**src/rtl/pipelined_cla_adder.sv**
```systemverilog
// Pipelined carry-look-ahead adder: ext(x) + ext(y) + cin, split into BLK-bit
// look-ahead blocks with one register stage per block and a valid/ready output.
module pipelined_cla_adder #(
  parameter int XW  = 8,
  parameter int YW  = 4,
  parameter int BLK = 4
) (
  input  logic          clk,
  input  logic          rst_n,
  input  logic          clear,
  input  logic          signed_mode,
  input  logic          in_valid,
  output logic          in_ready,
  input  logic [XW-1:0] x,
  input  logic [YW-1:0] y,
  input  logic          cin,
  output logic          out_valid,
  input  logic          out_ready,
  output logic [XW:0]   s
);
  localparam int SW = XW + 1;
  localparam int NB = (SW + BLK - 1) / BLK;
  localparam int PW = NB * BLK;

  // Flat sum-of-products carries: each carry is an OR of g/p/cin product terms.
  function automatic logic [BLK:0] cla_block(input logic [BLK-1:0] a,
                                             input logic [BLK-1:0] b,
                                             input logic           c0);
    logic [BLK-1:0] g;
    logic [BLK-1:0] p;
    logic [BLK:0]   c;
    logic           term;
    g = a & b;
    p = a ^ b;
    c = '0;
    c[0] = c0;
    for (int i = 0; i < BLK; i++) begin
      term = c0;
      for (int j = 0; j <= i; j++) term = term & p[j];
      c[i+1] = term;
      for (int j = 0; j <= i; j++) begin
        term = g[j];
        for (int m = j + 1; m <= i; m++) term = term & p[m];
        c[i+1] = c[i+1] | term;
      end
    end
    return {c[BLK], p ^ c[BLK-1:0]};
  endfunction

  // sa_q[k]: sum bits of blocks 0..k below, still-unused X bits above.
  logic [NB-1:0][SW-1:0] sa_q, sa_d;
  logic [NB-1:0][SW-1:0] bb_q, bb_d;
  logic [NB-1:0]         c_q, c_d;
  logic [NB-1:0]         v_q, v_d;
  logic [SW-1:0]         x_ext_s;
  logic [SW-1:0]         y_ext_s;
  logic                  advance_s;
  logic                  unused_tail_s;

  assign x_ext_s = {signed_mode & x[XW-1], x};
  assign y_ext_s = {{(SW-YW){signed_mode & y[YW-1]}}, y};

  assign advance_s = ~v_q[NB-1] | out_ready;
  assign in_ready  = advance_s;
  assign out_valid = v_q[NB-1];
  assign s         = sa_q[NB-1];

  for (genvar k = 0; k < NB; k++) begin : g_stage
    logic [SW-1:0] a_in_s;
    logic [SW-1:0] b_in_s;
    logic          c_in_s;
    logic [PW-1:0] a_pad_s;
    logic [PW-1:0] b_pad_s;
    logic [PW-1:0] nxt_pad_s;
    logic [BLK:0]  res_s;
    logic          unused_pad_s;

    if (k == 0) begin : g_first
      assign a_in_s = x_ext_s;
      assign b_in_s = y_ext_s;
      assign c_in_s = cin;
    end else begin : g_next
      assign a_in_s = sa_q[k-1];
      assign b_in_s = bb_q[k-1];
      assign c_in_s = c_q[k-1];
    end

    // Add block k and splice its sum bits over the consumed X bits.
    always_comb begin
      a_pad_s   = PW'(a_in_s);
      b_pad_s   = PW'(b_in_s);
      res_s     = cla_block(a_pad_s[k*BLK +: BLK], b_pad_s[k*BLK +: BLK], c_in_s);
      nxt_pad_s = a_pad_s;
      nxt_pad_s[k*BLK +: BLK] = res_s[BLK-1:0];
    end

    assign sa_d[k] = nxt_pad_s[SW-1:0];
    assign bb_d[k] = b_in_s;
    assign c_d[k]  = res_s[BLK];
    assign unused_pad_s = ^{nxt_pad_s, b_pad_s};
  end

  // The final block's carry and the spent Y bits are never consumed.
  assign unused_tail_s = ^{bb_q, c_q[NB-1]};

  // Valid bits: flush on clear, shift with bubbles on advance, else hold.
  always_comb begin
    v_d = v_q;
    if (clear) begin
      v_d = '0;
    end else if (advance_s) begin
      v_d[0] = in_valid;
      for (int k = 1; k < NB; k++) v_d[k] = v_q[k-1];
    end else begin
      v_d = v_q;
    end
  end

  // Pipeline registers; data only moves when the whole pipe advances.
  always_ff @(posedge clk or negedge rst_n) begin
    if (!rst_n) begin
      v_q  <= '0;
      sa_q <= '0;
      bb_q <= '0;
      c_q  <= '0;
    end else begin
      v_q <= v_d;
      if (advance_s) begin
        sa_q <= sa_d;
        bb_q <= bb_d;
        c_q  <= c_d;
      end
    end
  end
endmodule

```
**config.mk**
```make
export PLATFORM = sky130hd
export DESIGN_NAME = pipelined_cla_adder
export DESIGN_NICKNAME = d
export VERILOG_FILES = /design/src/rtl/pipelined_cla_adder.sv
export SDC_FILE = /design/constraint.sdc
export NUM_CORES = 1
export LEC_CHECK = 0
export ABC_AREA = 1
export CELL_PAD_IN_SITES_DETAIL_PLACEMENT = 0
export CELL_PAD_IN_SITES_GLOBAL_PLACEMENT = 1
export CORE_UTILIZATION = 38
export DETAILED_ROUTE_END_ITERATION = 8
export PLACE_DENSITY = 0.81
export SLEW_MARGIN = 10
export SYNTH_ARGS = -nofsm -noshare
export SYNTH_HDL_FRONTEND = slang
export SYNTH_SLANG_ARGS = --single-unit
```
**constraint.sdc**
```tcl
create_clock -name clk -period 1.9 [get_ports clk]
set_input_delay 0.19 -clock clk [delete_from_list [all_inputs] [get_ports clk]]
set_output_delay 0.19 -clock clk [all_outputs]
set_load 0.01 [all_outputs]
```
==> results.md, run 1 <==
* Post-synth top cells: nand2_1 (87), dfrtp_1 (34), nand3_1 (12)
* FILL cells at 412
* H-tree depth at 2
* Synth top area share at 0.516
* PD cells at 868 nW/µm²
* Status: completed
* Routed Antenna Nets at 0
* Synth-to-Final Area Change at 23.7%
* Critical Path End Type: output port
* Worst-Margin Slew at 0.420 ns
* Root buf cell: clkbuf_8
* Worst-path maximum fanout at 2
* Count leader, synth: nand2_1
* DRC at 0
* Mean Syn Cell Area at 8.78 µm²
* Startpoint types: flop
* Maxcap violations at 0
* CTS tree: built
* Pre-CTS worst setup slack at 0.212 ns
* Syn Inst Count at 188
* Pin count of the biggest net entering global routing at 38
* Die Ht at a little under 70 µm
* Cell mode on critical path: inv_1
* Num CTS Buffers at 5
* GRT Resource Usage Total at 0.141
* Synth top area cells: dfrtp_1 (52%), nand2_1 (20%), ha_1 (7.6%)
* Final Hold Vio Count at 0
* CTS resizes at 0
* Vias per Instance at 4.62
* Busiest layer in global routing: met2
* CP max-delay cell: clkdlybuf4s50_1
* Setup_tns at 0 ns
* Critical Path RT at between 1.5 and 2 ns
* # setup viols final at 0
* Syn Nets at 219
* Fin. max-slew vios at 0
* Ports at 30
* Worst-path clk slew at 0.06 ns
* RSZ-0062 raised after global routing: false
* FFs w/ async S/R, synth at 1.00
* Crit Path Class: reg -> out
* Final setup margin at 0.346 ns
* Clock skew at around 0.0037 ns
* Most used DFF post-synth: dfrtp_1
* Met3 usage at 0.0517
* Overflow after GRT at 0
* Worst EP arrival at 1.36 ns
* Count of state elements after synthesis at 34
* CP max stage delay at 0.54 ns
* Hold crit path type: in -> async
* Netlist cell types at 18
* Achievable Freq at 0.643 GHz
* Hold WS at 0.319 ns
* Clock sinks at 34
* CP cell instances: inv_1, nor2_2, inv_1, clkdlybuf4s50_1
* Die Footprint at around 4600 µm²
* Seq/Total Area, Yosys at 0.516
* Final Wtd Congestion at 0.830
* Tmin final at 1.55 ns
* Wire length of the first global-routing pass at 4.67 mm
* Synth area leader: dfrtp_1
* Share of layout cells above drive strength 1 at 0.0591
* Wirelength per Cell at 10.2 µm
* Post-route clock period utilization at 0.818
* Hold Buf Count CTS at 0
* CTS max path bufs at 2
* DP HPWL at 1.87 mm
* Core area at 4090 µm²
* Max rail drop VDD at 0.380 mV
* Routed WL at 2.76 mm
* Site Rows at 23
* Max transition margin at 0.720
* Power, Total at about 1800 µW
* Post-synth EDFFs at 0
* Static Leak at 0.000996 µW
* Nets@finish at around 250
* Starting Density at 0.404
* Initial antenna violation count at 0
* Synth warn at 0
* Initial detailed-routing violation count at 71
* Die W at 67.9 µm
* Vias after detailed routing at 1248
* Synthesized cell area at about 1700 µm²
* Port Buffers at 29
* Diodes inserted at 0
* Met2 usage at 0.219
* Vias in the first global route at 1095
* Met1 usage in global routing at 0.172
* Drt first pass iters at 4
* Post CTS Setup Buffer Count at 0
* Clk Latency, worst-skew pair at 0.28 ns
## registers in the layout, indices dropped and copies added, names as in the netlist
signal          cells
v_q                 3
g_stage.a_in_s     18
g_stage.b_in_s      2
c_q                 2
s                   9
## area by class of cell
type | count | area (µm²) | area share
clock buffers | 5 | 68.8 | 0.0337
clock inverters | 2 | 10.0 | 0.00490
flip-flops and latches | 34 | 851 | 0.417
multi-input cells | 136 | 696 | 0.341
repair buffers | 32 | 313 | 0.153
well taps | 50 | 62.6 | 0.0306
inverters | 11 | 41.3 | 0.0202
## metrics by stage
step | utilization | cell area [µm²] | instances
global placement | 0.480 | 1960 | 263
floorplan | - | 1650 | 188
CTS | 0.500 | 2040 | 270
detailed placement | 0.480 | 1960 | 263
finish | 0.500 | 2040 | 270
global route | 0.500 | 2040 | 270
## per-layer routing
metal / routed length [µm] / share of wire
met2: 1220 / 0.44
met4: 54 / 0.020
met3: 138 / 0.050
met1: 1340 / 0.49
met5: 0 / 0
## kinds of logic after synthesis
family,Yosys count,share of synthesized area
buffers and inverters,18,0.0629
AND/OR/NAND/NOR,108,0.259
XOR/XNOR,4,0.0212
AO/OA/AOI/OAI,12,0.0409
flip-flops,34,0.516
adder cells (fa/ha/maj),12,0.100
## layout by cell type (no fill, tap or decap), types with 3 or more instances in the layout
cell type        count
buf_4                3
clkbuf_8             5
clkdlybuf4s50_1     29
dfrtp_1             34
ha_1                10
inv_1               11
nand2_1             87
nand3_1             12
nor2_1               6
o21ai_0              6
xnor2_1              3
## power by group
group / switching [µW] / leakage (µW) / internal (µW)
clock network: 244 / 0.0000438 / 245
registers: 62.7 / 0.000408 / 843
logic: 174 / 0.000545 / 203
## worst paths after layout
kind	startpoint	endpoint	slack, ns	cells after the start
setup reg to reg	g_stage[1].b_in_s[4]	g_stage[2].a_in_s[7]	0.35	8
hold reg to reg	g_stage[1].a_in_s[8]	g_stage[2].a_in_s[8]	0.47	2
min in group clk	x[5]	g_stage[1].a_in_s[5]	0.45	3
hold / removal	rst_n	s[8]	0.32	2
max in group asynchronous	rst_n	c_q[0]	1.28	2
setup / recovery	v_q[2]	in_ready	0.35	4
## worst max-delay path, delay by kind of cell, from the launching register on
kind | cells | cell delay [ns]
buffers and inverters | 3 | 0.67
flip-flops | 1 | 0.37
AND/OR/NAND/NOR | 1 | 0.05
Power figures use the tool's default switching activity.
==> inputs of run 2 (changes only) <==
- clock period: 1.9 -> 1.6 ns (I/O delays scaled with it)
==> results.md, run 2 (same netlist as run 1, synthesis figures left out) <==
* Status: completed (unchanged)
* Initial detailed-routing violation count at 54 (was 71)
* Nets@finish at 255 (was 251)
* Pint at 1540 µW (was 1290 µW)
* H-tree depth at 2 (unchanged)
* Port Buffers at 29 (unchanged)
* Die W at 67.9 µm (unchanged)
* Synth-to-Final Area Change at 25.7% (was 23.7%)
* Initial antenna violation count at 0 (unchanged)
* Crit Path Class: reg -> reg (was reg -> out)
* FILL cells at 431 (was 412)
* Max rail drop VDD at 0.411 mV (was 0.380 mV)
* Hold crit path type: in -> async (unchanged)
* GRT Resource Usage Total at 0.148 (was 0.141)
* Share of layout cells above drive strength 1 at 0.0759 (was 0.0591)
* DP HPWL at 1.84 mm (was 1.87 mm)
* Worst EP arrival at 1.65 ns (was 1.36 ns)
* CTS resizes at 0 (unchanged)
* PD cells at 1020 nW/µm² (was 868 nW/µm²)
* Core area at 4090 µm² (unchanged)
* Routed WL at 2.78 mm (was 2.76 mm)
* Pin count of the biggest net entering global routing at 38 (unchanged)
* Routed Antenna Nets at 0 (unchanged)
* Share of power burned in registers at 0.509 (was 0.511)
* Wirelength per Cell at 10.1 µm (was 10.2 µm)
* Vias after detailed routing at 1245 (was 1248)
* Critical Path End Type: flop (was output port)
* Vias in the first global route at 1169 (was 1095)
* RSZ-0062 raised after global routing: false (unchanged)
* Maxcap violations at 0 (unchanged)
* Hold Buf Count CTS at 0 (unchanged)
* Worst-path clk slew at 0.06 ns (about the same)
* Net Sw Frac at 0.269 (was 0.271)
* Startpoint types: flop (unchanged)
* Fin cells at 274 (was 270)
* Static Leak at 0.00102 µW (was 0.000996 µW)
* Diodes inserted at 0 (unchanged)
* Die Ht at 67.9 µm (unchanged)
* Critical Path RT at 1.77 ns (was 1.71 ns)
* Clock sinks at 34 (unchanged)
* Post CTS Setup Buffer Count at 0 (unchanged)
* CTS max path bufs at 2 (unchanged)
* Clk Latency, worst-skew pair at 0.28 ns (about the same)
* CTS tree: built (unchanged)
* Wire length of the first global-routing pass at 4.99 mm (was 4.67 mm)
* Fin. max-slew vios at 0 (unchanged)
* Dpl cell area at 1990 µm² (was 1960 µm²)
* Achievable Freq at 0.677 GHz
* # setup viols final at 0 (unchanged)
* Flip-flop count of the largest register after layout at 18 (unchanged)
* Worst-path maximum fanout at 4 (was 2)
* Drt first pass iters at 4 (unchanged)
* Num CTS Buffers at 5 (unchanged)
* Clock Power Share at 0.273 (was 0.276)
* Root buf cell: clkbuf_8 (unchanged)
* Clock skew at 0.00293 ns (was 0.00370 ns)
* Ports at 30 (unchanged)
* Final Wtd Congestion at 0.813 (was 0.830)
* Power, Total at 2110 µW (was 1770 µW)
* Post-route clock period utilization at 0.923
* Die Footprint at 4610 µm² (unchanged)
* DRC at 0 (unchanged)
* Most frequent cells in the layout: nand2_1 (87), dfrtp_1 (34), clkdlybuf4s50_1 (28), nand3_1 (12), inv_1 (11) (was nand2_1 (87), dfrtp_1 (34), clkdlybuf4s50_1 (29), nand3_1 (12), inv_1 (11))
* Max transition margin at 0.716 (was 0.720)
* Tmin final at between 1 and 1.5 ns
* Vias per Instance at 4.54 (was 4.62)
* Starting Density at 0.404 (unchanged)
* Worst-Margin Slew at 0.426 ns (was 0.420 ns)
* P_sw at 568 µW (was 481 µW)
* Post-route design area at 2070 µm² (was 2040 µm²)
* Final Hold Vio Count at 0 (unchanged)
* Overflow after GRT at 0 (unchanged)
* Leading cell type in the layout, fill and taps excluded: nand2_1 (unchanged)
* Logic gate share of total power at 0.217 (was 0.213)
* Dpl cells at 267 (was 263)
* Site Rows at 23 (unchanged)
[run 2: cell count changes in the layout (fill, tap and decap cells not counted), sizes merged]
| cell | previous run | this run |
|---|---|---|
| clkdlybuf4s50 | 29 | 28 |
| dlymetal6s2s | 0 | 1 |
| buf | 3 | 7 |
[run 2: per-stage QoR]
stage                     worst slack [ns]  utilization  hold WS (ns)  setup TNS (ns)
after floorplan                      0.160            -        -0.136               0
after global placement            -0.00721        0.488         0.452        -0.00721
after detailed placement           -0.0159        0.488         0.455         -0.0159
after CTS                           0.0289        0.507         0.304               0
after global routing                0.0154        0.508         0.325               0
final                                0.122        0.508         0.290               0
[run 2: layer usage]
| metal | track usage | part of all wire | vias to the layer above |
|---|---|---|---|
| li1 | - | - | 659 |
| met5 | 0 | 0 | - |
| met1 | 0.190 | 0.52 | 551 |
| met3 | 0.0533 | 0.056 | 4 |
| met2 | 0.233 | 0.41 | 31 |
| met4 | 0.0469 | 0.012 | 0 |
[run 2: power groups by stage]
stage	clock network [µW]	logic, µW	registers, µW
final	576	458	1070
after CTS	606	467	1080
after global placement	0	462	1090
after floorplan	0	217	1110
after detailed placement	0	465	1090
after global routing	644	536	1090
[run 2: layout make-up]
type / instances / area [µm²] / share of cell area
clock inverters: 2 / 10.0 / 0.00483
clock buffers: 5 / 68.8 / 0.0332
flip-flops and latches: 34 / 851 / 0.410
well taps: 50 / 62.6 / 0.0302
multi-input cells: 136 / 696 / 0.335
repair buffers: 36 / 345 / 0.166
inverters: 11 / 41.3 / 0.0199
[run 2: final timing paths]
path | end | slack (ns) | depth (start not counted) | from
setup / recovery | g_stage[2].a_in_s[7] | 0.12 | 8 | g_stage[1].b_in_s[4]
hold / removal | s[8] | 0.29 | 2 | rst_n
setup reg to reg | g_stage[2].a_in_s[7] | 0.12 | 8 | g_stage[1].b_in_s[4]
hold reg to reg | s[6] | 0.47 | 2 | g_stage[2].a_in_s[6]
max in group asynchronous | s[7] | 1.01 | 2 | rst_n
min in group clk | g_stage[1].a_in_s[6] | 0.43 | 3 | x[6]
[run 2: worst max-delay path: stages, from the launching register on]
cell and delay (ns):
dfrtp_1 0.43, ha_1 0.29, ha_1 0.20, nand2_1 0.07, nand3_1 0.09, nand2_1 0.09
nand3_1 0.07, nand3_1 0.09, nand2_1 0.05
==> inputs of run 3 (changes only) <==
- CORE_ASPECT_RATIO: default -> 0.5
==> results.md, run 3 (same netlist as run 1, synthesis figures left out) <==
* Drt first pass iters at 4 (unchanged)
* Post-route clock period utilization at 0.908 (was 0.923)
* Num CTS Buffers at 5 (unchanged)
* Hold crit path type: in -> async (unchanged)
* Register area at 851 µm² (unchanged)
* Flip-flop count of the largest register after layout at 18 (unchanged)
* Net Sw Frac at 0.258 (was 0.269)
* DRC at 0 (unchanged)
* FILL cells at 385 (was 431)
* Wirelength per Cell at 10.9 µm (was 10.1 µm)
* Max transition margin at 0.713 (was 0.716)
* Worst-path clk slew at 0.07 ns (was 0.06 ns)
* Post-route design area at 2150 µm² (was 2070 µm²)
* Clock Power Share at 0.327 (was 0.273)
* Area of the multi-input gates at 708 µm² (was 696 µm²)
* P_sw at 596 µW (was 568 µW)
* Port Buffers at 29 (unchanged)
* PD cells at 1070 nW/µm² (was 1020 nW/µm²)
* Ports at 30 (unchanged)
* Worst EP arrival at 1.62 ns (was 1.65 ns)
* Power, Total at 2310 µW (was 2110 µW)
* Share of power burned in registers at 0.469 (was 0.509)
* Logic gate share of total power at 0.204 (was 0.217)
* Initial antenna violation count at 0 (unchanged)
* DP HPWL at 2.14 mm (was 1.84 mm)
* Pint at 1710 µW (was 1540 µW)
* Diodes inserted at 0 (unchanged)
* Share of layout cells above drive strength 1 at 0.0925 (was 0.0759)
* GRT Resource Usage Total at 0.160 (was 0.148)
* Fin. max-slew vios at 0 (unchanged)
* Worst-path maximum fanout at 5 (was 4)
* CP cell instances: buf_4, ha_1, nand3_1, nand4_1, nand2_1, nand3_1, nand2_1 (was ha_1, ha_1, nand2_1, nand3_1, nand2_1, nand3_1, nand3_1, nand2_1)
* Starting Density at 0.410 (was 0.404)
* Routed WL at 3.07 mm (was 2.78 mm)
* Vias per Instance at 4.40 (was 4.54)
* Vias after detailed routing at 1236 (was 1245)
* Achievable Freq at 0.688 GHz (was 0.677 GHz)
* Clk Latency, worst-skew pair at 0.28 ns (about the same)
* Setup_tns at 0 ns (unchanged)
* Final Wtd Congestion at 0.762 (was 0.813)
* Static Leak at 0.00104 µW (was 0.00102 µW)
* Critical Path RT at 1.77 ns (about the same)
* Clock skew at 0.00947 ns (was 0.00293 ns)
* Site Rows at 16 (was 23)
* CTS tree: built (unchanged)
* RSZ-0062 raised after global routing: false (unchanged)
* Crit Path Class: reg -> reg (unchanged)
* Core area at 4020 µm² (was 4090 µm²)
* Status: completed (unchanged)
* Dpl cell area at 2020 µm² (was 1990 µm²)
* Hold Buf Count CTS at 0 (unchanged)
* Clock sinks at 34 (unchanged)
* Initial detailed-routing violation count at 46 (was 54)
* Wire length of the first global-routing pass at 5.67 mm (was 4.99 mm)
* Overflow after GRT at 0 (unchanged)
* Die Ht at 48.6 µm (was 67.9 µm)
* Pin count of the biggest net entering global routing at 37 (was 38)
* Nets@finish at 257 (was 255)
* CTS max path bufs at 2 (unchanged)
* CP max stage delay at 0.45 ns (was 0.43 ns)
* Final setup margin at 0.147 ns (was 0.122 ns)
* Worst-Margin Slew at 0.430 ns (was 0.426 ns)
* Critical Path End Type: flop (unchanged)
* H-tree depth at 2 (unchanged)
* Die W at 95.2 µm (was 67.9 µm)
* Max rail drop VDD at 0.431 mV (was 0.411 mV)
* Most frequent cells in the layout: nand2_1 (87), dfrtp_1 (34), clkdlybuf4s50_1 (28), nand3_1 (12), inv_1 (11) (unchanged)
* Final Hold Vio Count at 0 (unchanged)
* # setup viols final at 0 (unchanged)
* Synth-to-Final Area Change at 30.3% (was 25.7%)
* Hold WS at 0.286 ns (was 0.290 ns)
* Tmin final at 1.45 ns (was 1.48 ns)
* Vias in the first global route at 1241 (was 1169)
* CP max-delay cell: dfrtp_1 (unchanged)
* Maxcap violations at 0 (unchanged)
* Routed Antenna Nets at 0 (unchanged)
* Startpoint types: flop (unchanged)
* Pre-CTS worst setup slack at -0.0142 ns (was -0.0159 ns)
* Leading cell type in the layout, fill and taps excluded: nand2_1 (unchanged)
* Root buf cell: clkbuf_8 (unchanged)
* Die Footprint at 4630 µm² (was 4610 µm²)
## run 3: metal layers
layer	up-vias	GRT usage	wire length (µm)
li1	662	-	-
met1	549	0.242	1690
met2	23	0.218	1210
met3	2	0.0535	144
met4	0	0.0379	15
met5	-	0	0
## run 3: layout make-up
| type | instances | share of cell area |
|---|---|---|
| inverters | 11 | 0.0192 |
| well taps | 54 | 0.0314 |
| flip-flops and latches | 34 | 0.396 |
| multi-input cells | 136 | 0.329 |
| clock buffers | 5 | 0.0320 |
| clock inverters | 3 | 0.0186 |
| repair buffers | 38 | 0.173 |
## run 3: critical path, delay by kind of cell (launching register included)
family,cells,cell delay [ns]
DFF,1,0.45
adders and majority gates,1,0.34
and+or+nand+nor,5,0.39
buffers and inverters,1,0.16
## run 3: what timing repair did
action | CTS | global route
hold endpoints to repair | 0 | 0
setup buffers | 0 | 1
resized for setup | 0 | 2
endpoints found under the setup margin | 0 | 2
## run 3: final timing paths
path | from | end | slack [ns] | cells after the start
min in group clk | x[5] | g_stage[1].a_in_s[5] | 0.41 | 3
worst max-delay path | g_stage[1].b_in_s[4] | g_stage[2].a_in_s[7] | 0.15 | 7
max in group asynchronous | rst_n | g_stage[1].a_in_s[5] | 1.01 | 2
worst min-delay path | rst_n | s[8] | 0.29 | 2
worst min register to register | g_stage[2].a_in_s[1] | s[1] | 0.47 | 2
worst max register to register | g_stage[1].b_in_s[4] | g_stage[2].a_in_s[7] | 0.15 | 7
## run 3: metrics by stage
step	cells	util
floorplan	188	-
global placement	272	0.502
detailed placement	272	0.502
CTS	280	0.529
global route	281	0.534
finish	281	0.534
## run 3: power groups by stage
stage               sequential [µW]  clock, µW  combinational [µW]
floorplan                      1110          0                 217
global placement               1100          0                 465
detailed placement             1100          0                 473
CTS                            1080        773                 475
global route                   1100        816                 542
finish                         1080        755                 471
